## config.mk

```make
export PLATFORM = sky130hd
export DESIGN_NAME = tl_ul_master_port
export DESIGN_NICKNAME = d
export VERILOG_FILES = /design/src/rtl/tl_ul_master_port.sv
export SDC_FILE = /design/constraint.sdc
export NUM_CORES = 1
export LEC_CHECK = 0
export BUFFER_PORTS_ARGS = -buffer_cell sky130_fd_sc_hd__buf_2
export CORE_AREA = 2 2 94 96
export DETAILED_ROUTE_END_ITERATION = 8
export DIE_AREA = 0 0 96 98
export PLACE_DENSITY = 0.56
export SYNTH_ARGS = -nofsm -noshare
export SYNTH_HDL_FRONTEND = slang
export SYNTH_SLANG_ARGS = --single-unit
```

## constraint.sdc

```tcl
create_clock -name clock -period 2.85 [get_ports clock]
set_input_delay 0.1425 -clock clock [delete_from_list [all_inputs] [get_ports clock]]
set_output_delay 0.1425 -clock clock [all_outputs]
set_load 0.02 [all_outputs]
```

## src/rtl/tl_ul_master_port.sv

```systemverilog
// TL-UL single-beat master port: turns local read/write commands into A beats and D beats into responses.
// Optional macro TL_UL_MASTER_PORT_RSP_SKID_EN registers the response path through a 1-entry skid buffer.
module tl_ul_master_port #(
  parameter int SOURCE_W = 2
) (
  input  logic                clock,
  input  logic                reset,
  input  logic                req_valid,
  output logic                req_ready,
  input  logic                req_write,
  input  logic [31:0]         req_addr,
  input  logic [1:0]          req_size,
  input  logic [3:0]          req_mask,
  input  logic [31:0]         req_wdata,
  output logic                rsp_valid,
  input  logic                rsp_ready,
  output logic [31:0]         rsp_rdata,
  output logic                rsp_write,
  output logic                rsp_error,
  output logic [SOURCE_W-1:0] rsp_source,
  output logic                a_valid,
  input  logic                a_ready,
  output logic [2:0]          a_opcode,
  output logic [2:0]          a_param,
  output logic [1:0]          a_size,
  output logic [SOURCE_W-1:0] a_source,
  output logic [31:0]         a_address,
  output logic [3:0]          a_mask,
  output logic [31:0]         a_data,
  output logic                a_corrupt,
  input  logic                d_valid,
  output logic                d_ready,
  input  logic [2:0]          d_opcode,
  input  logic [1:0]          d_param,
  input  logic [1:0]          d_size,
  input  logic [SOURCE_W-1:0] d_source,
  input  logic                d_sink,
  input  logic [31:0]         d_data,
  input  logic                d_denied,
  input  logic                d_corrupt,
  output logic                busy,
  output logic                err_unexp
);

  localparam int NSRC = 1 << SOURCE_W;

  logic [NSRC-1:0]     free_q, free_d;
  logic                errUnexp_q, errUnexp_d;
  logic                busy_q;
  logic                avail;
  logic [SOURCE_W-1:0] alloc;
  logic                aFire, dFire;
  logic [31:0]         dRdata;
  logic                dWrite, dError;
  logic                unusedDBits;

  assign unusedDBits = ^{d_param, d_size, d_sink};

  // Allocation looks only at the registered vector, so a source freed this cycle is reused next cycle at the earliest.
  always_comb begin
    alloc = '0;
    for (int i = NSRC - 1; i >= 0; i--) begin
      if (free_q[i]) alloc = SOURCE_W'(i);
    end
  end

  assign avail     = |free_q;
  assign a_valid   = req_valid & avail & ~reset;
  assign req_ready = a_ready & avail & ~reset;
  assign aFire     = a_valid & a_ready;
  assign dFire     = d_valid & d_ready;

  always_comb begin
    if (!req_write)                               a_opcode = 3'd4;
    else if (req_size == 2'd2 && req_mask == 4'hF) a_opcode = 3'd0;
    else                                          a_opcode = 3'd1;
  end

  assign a_param   = 3'd0;
  assign a_corrupt = 1'b0;
  assign a_source  = alloc;
  assign a_size    = req_size;
  assign a_address = req_addr;
  assign a_mask    = req_mask;
  assign a_data    = req_wdata;

  // A spurious D on the source being allocated must not undo that allocation, so the A clear wins.
  always_comb begin
    free_d = free_q;
    if (dFire) free_d[d_source] = 1'b1;
    if (aFire) free_d[alloc] = 1'b0;
    errUnexp_d = errUnexp_q | (dFire & free_q[d_source]);
  end

  always_ff @(posedge clock or posedge reset) begin
    if (reset) begin
      free_q     <= '1;
      errUnexp_q <= 1'b0;
      busy_q     <= 1'b0;
    end else begin
      free_q     <= free_d;
      errUnexp_q <= errUnexp_d;
      busy_q     <= ~&free_d;
    end
  end

  assign busy      = busy_q;
  assign err_unexp = errUnexp_q;

  assign dRdata = (d_opcode == 3'd1) ? d_data : 32'd0;
  assign dWrite = (d_opcode == 3'd0);
  assign dError = d_denied | d_corrupt;

`ifdef TL_UL_MASTER_PORT_RSP_SKID_EN
  logic                skidFull_q, skidFull_d;
  logic [31:0]         skidRdata_q;
  logic                skidWrite_q, skidError_q;
  logic [SOURCE_W-1:0] skidSource_q;

  assign d_ready    = (~skidFull_q | rsp_ready) & ~reset;
  assign skidFull_d = dFire | (skidFull_q & ~rsp_ready);

  always_ff @(posedge clock or posedge reset) begin
    if (reset) begin
      skidFull_q   <= 1'b0;
      skidRdata_q  <= '0;
      skidWrite_q  <= 1'b0;
      skidError_q  <= 1'b0;
      skidSource_q <= '0;
    end else begin
      skidFull_q <= skidFull_d;
      if (dFire) begin
        skidRdata_q  <= dRdata;
        skidWrite_q  <= dWrite;
        skidError_q  <= dError;
        skidSource_q <= d_source;
      end
    end
  end

  assign rsp_valid  = skidFull_q;
  assign rsp_rdata  = skidRdata_q;
  assign rsp_write  = skidWrite_q;
  assign rsp_error  = skidError_q;
  assign rsp_source = skidSource_q;
`else
  assign d_ready    = rsp_ready & ~reset;
  assign rsp_valid  = d_valid & ~reset;
  assign rsp_rdata  = dRdata;
  assign rsp_write  = dWrite;
  assign rsp_error  = dError;
  assign rsp_source = d_source;
`endif

endmodule
```

Word level (Yosys, flattened, before mapping)
Cells that the tools add are included.

Output and inout port bits: 121. Bits of input ports: 121. Flip-flop bits (word level): 6.

Equal/unequal tests: 3. Reduce and logical (&&, ||, !) cells: 7. Bitwise operators: 15. Multiplexer cells: 15. Order comparisons: 4.

Operators by type and width (number): $mux W32 (1); $and A1 B1 Y1 (9); $mux W2 (4); $mux W4 (2); $lt A2 B3 Y1 const B (2); $and A4 B4 Y4 (1); $demux W1 S2 (2); $eq A4 B4 Y1 const B (1); $ge A2 B1 Y1 const B (2); $mux W1 (4); $not A4 Y4 (1); $or A4 B4 Y4 (1); $reduce_and A4 Y1 (1); $reduce_or A4 Y1 (1); $eq A3 B1 Y1 const B (1); $logic_and A1 B1 Y1 (3); $logic_not A3 Y1 (1); $mux W3 (1); $bmux W1 S2 (1); $eq A2 B2 Y1 const B (1); $or A1 B1 Y1 (2); $logic_not A1 Y1 (1); $not A1 Y1 (1).

Logic depth before layout (Yosys ltp)
Word-level depth: 13. Mapped depth: 4. Gate-level depth less buffers: 4.

Worst setup path after synthesis
OpenSTA, ideal clock, no wires.

Kind: register -> output. Start: reg free_q[0]. End: out a_valid. Path slack: 1.515 ns. Buffers on the path: 1. Cell stages (with the launch flop): 4. Required time: 2.707 ns. Data arrival time: 1.192 ns. Path through: dfstp_2 > buf_6 > nor4_1 > nor3b_1.

Cells in the longest elaborated chain, start to end: 3.

Ends and longest elaborated chain: start, declared (line 47) `logic [NSRC-1:0] free_q, free_d;`; start signal, assigned (line 101) `free_q <= free_d;`; $reduce_or A4 Y1 (line 67) `assign avail = |free_q;`; $and A1 B1 Y1 (2 in series) (line 68) `assign a_valid = req_valid & avail & ~reset;`; end, declared (line 21) `output logic a_valid,`.

No other way between the ends.

Final worst setup path
Start: reg free_q[1]. End: out req_ready.

Cells in the longest elaborated chain, start to end: 3.

Ends and longest elaborated chain: $reduce_or A4 Y1 (line 67); $and A1 B1 Y1 (2 in series) (line 69) `assign req_ready = a_ready & avail & ~reset;`; end, declared (line 9) `output logic req_ready,`.

No other way between the ends.

==> results.sh <==
export IMPL_status="finished, final reports clean"
export IMPL_insertedDiodeCount=0
export IMPL_ant_nets=0
export IMPL_cap_violations=0
export IMPL_gp_congestion=0.617
export IMPL_crit_arrival_ns=1.37
export IMPL_cts_tree="yes"
export IMPL_dieArea_sq_um=9410
export IMPL_final_instance_count_excl_fill=292
export IMPL_finalCritPeriodShare=0.530
export IMPL_ys_types=30
export IMPL_grt_usage=0.0768
export IMPL_cp_required_ns=2.71
export IMPL_async_reset_ff_frac=1.00
export IMPL_hpwlAfterDp_um=3630
export IMPL_synth_cell_area_sq_um=1210
export IMPL_yosysTopAreaCellShare=0.477
export IMPL_grt_start_max_net_pins=33
export IMPL_skew_ns=0.00679
export IMPL_rows=34
export IMPL_area_growth_pct=10.5
export IMPL_clock_sinks=6
export IMPL_die_x_um=96
export IMPL_drtIter0Drc=15
export IMPL_post_drt_wl_per_cell_um=13.6
export IMPL_p_leak_nw=0.756
export IMPL_synth_cells=152
export IMPL_antenna_found_initial=0
export IMPL_synth_seq_cells=6
export IMPL_dp_cells=287
export IMPL_final_hold_violation_count=0
export IMPL_end_kind="primary output"
export IMPL_crit_chain="nor4_1, nor3b_1, buf_2"
export IMPL_numPortBuffers=103
export IMPL_netlist_top_cells_count="buf_4 (77), and2_1 (32), dfstp_2 (4), nor2_1 (4)"
export IMPL_synth_top_area_cell="buf_4"
export IMPL_num_vias=1025
export IMPL_report_power_total_mw=0.545
export IMPL_drv_slew=0
export IMPL_path_clk_slew_ns=0.04
export IMPL_crit_path_start_kind="register"
export IMPL_ys_flop_type="dfstp_2"
export IMPL_cp_max_fo=7
export IMPL_relSlewSlack=0.670
export IMPL_io_pins=242
export IMPL_ys_seq_area_frac=0.128
export IMPL_cp_top_family="simple AND/OR/NAND/NOR gates"
export IMPL_cpPeakStageDelay_ns=0.47
export IMPL_power_density_nw_per_um2=407
export IMPL_final_nets=306
export IMPL_fmax_ghz=0.662
export IMPL_worst_path_buf_inv=1
export IMPL_drive_gt1_frac=0.641
export IMPL_rsz0062_at_grt="false"
export IMPL_grt_overflow=0
export IMPL_synth_edff_count=0
export IMPL_drc_errors=0
export IMPL_period_minus_slack_ns=1.51
export IMPL_fin_util=0.158
export IMPL_setup_viol=0
export IMPL_synthMostInstantiatedCell="buf_4"
export IMPL_die_y_um=98
export IMPL_first_pass_iters=2
export IMPL_htreeDepth=1
export IMPL_drt_wl_total_um=3960
export IMPL_fin_setup_tns_ns=0
export IMPL_grt_pass1_wl_um=5460
export IMPL_nFillCells=982
export IMPL_vias_per_cell=3.51
export IMPL_cts_buffer_depth=2
export IMPL_coreArea_sq_um=8470
export IMPL_ir_worst_vdd_uv=142
export IMPL_tightest_slew_ns=0.490
export IMPL_synth_avg_cell_area_sq_um=7.97
export IMPL_hp_class="in2reg"
export IMPL_cts_root_buf="clkbuf_8"
export IMPL_numCtsBuffers=3
export IMPL_grt_pass1_vias=987
export IMPL_yosys_warnings=0
export IMPL_timing_setup_critical_path_class="reg2out"
export IMPL_post_cts_setup_buffer_count=0
export IMPL_synthTopCellsByArea="buf_4 (48%), and2_1 (17%), dfstp_2 (8.7%), dfrtp_1 (4.1%), mux4_2 (1.9%)"
export IMPL_initial_core_util=0.143
export IMPL_clk_latency_ns=0.22
export IMPL_slowest_stage="nor4_1"
## layout make-up
type | instances | area (sq um) | share of cell area
clock buffer | 4 | 45.0 | 0.0336
timing repair buffer | 105 | 533 | 0.398
inverter | 2 | 7.51 | 0.00561
sequential | 6 | 155 | 0.116
tap | 108 | 135 | 0.101
multi-input combinational | 67 | 463 | 0.346
## metrics by stage
step	hold slack (ns)	instance area (sq um)	worst slack, ns
2_1_floorplan	-0.0694	1230	1.52
3_3_place_gp	0.120	1280	1.55
3_5_place_dp	0.138	1280	1.47
4_1_cts	0.181	1340	1.23
5_1_grt	0.192	1340	1.18
6_report	0.183	1340	1.34
## layer usage
layer / up-vias / track usage / wire [um]
met2: 95 / 0.134 / 1970
met4: 0 / 0.0286 / 122
met5: - / 0 / 0
met3: 16 / 0.0386 / 542
li1: 469 / - / -
met1: 445 / 0.0768 / 1320
## worst register-to-register path, stage by stage, from the launching register on
cell     delay (ns)
dfstp_2        0.40
mux4_2         0.45
a31o_1         0.23
## cell usage in the layout (no fill, tap or decap), drive strengths merged, types with 2 or more instances in the layout
master	count
conb	5
clkbuf	4
nor3	3
and2	32
buf	104
nor3b	3
a21oi	3
inv	2
nor2	4
dfstp	4
dfrtp	2
and2b	2
## where the power goes
part	switching [mW]	leakage [nW]	total, mW	internal (mW)
sequential	0.0316	0.0605	0.157	0.125
combinational	0.149	0.673	0.256	0.108
clock	0.0357	0.0228	0.132	0.0961
## worst paths after layout
path                             start        end  slack (ns)  cells past startpoint
max in group asynchronous        reset  free_q[2]        2.15                      3
min                        d_source[1]  free_q[1]        0.18                      2
max                          free_q[1]  req_ready        1.34                      3
min reg2reg                  err_unexp  err_unexp        0.47                      1
max reg2reg                  free_q[1]  err_unexp        1.66                      2
min in group asynchronous        reset  err_unexp        0.44                      3
## cell families (layout without fill, tap and decap cells)
kind of cell / Yosys count / in the layout / share of synthesized area
simple gates: 52 / 52 / 0.286
compound gates: 9 / 9 / 0.0620
buf+inv: 83 / 111 / 0.502
mux: 1 / 1 / 0.0186
flops: 6 / 6 / 0.128
other cells: 1 / 5 / 0.00310
## flip-flops by register name, indices dropped and copies added (netlist names)
name and flops:
busy 1, free_q 4, err_unexp 1
## what timing repair did
action / in CTS / in global routing
hold endpoints to repair: 2 / 0
hold buffers: 1 / 0
gates resized for setup: 0 / 0
Power figures use the tool's default switching activity.
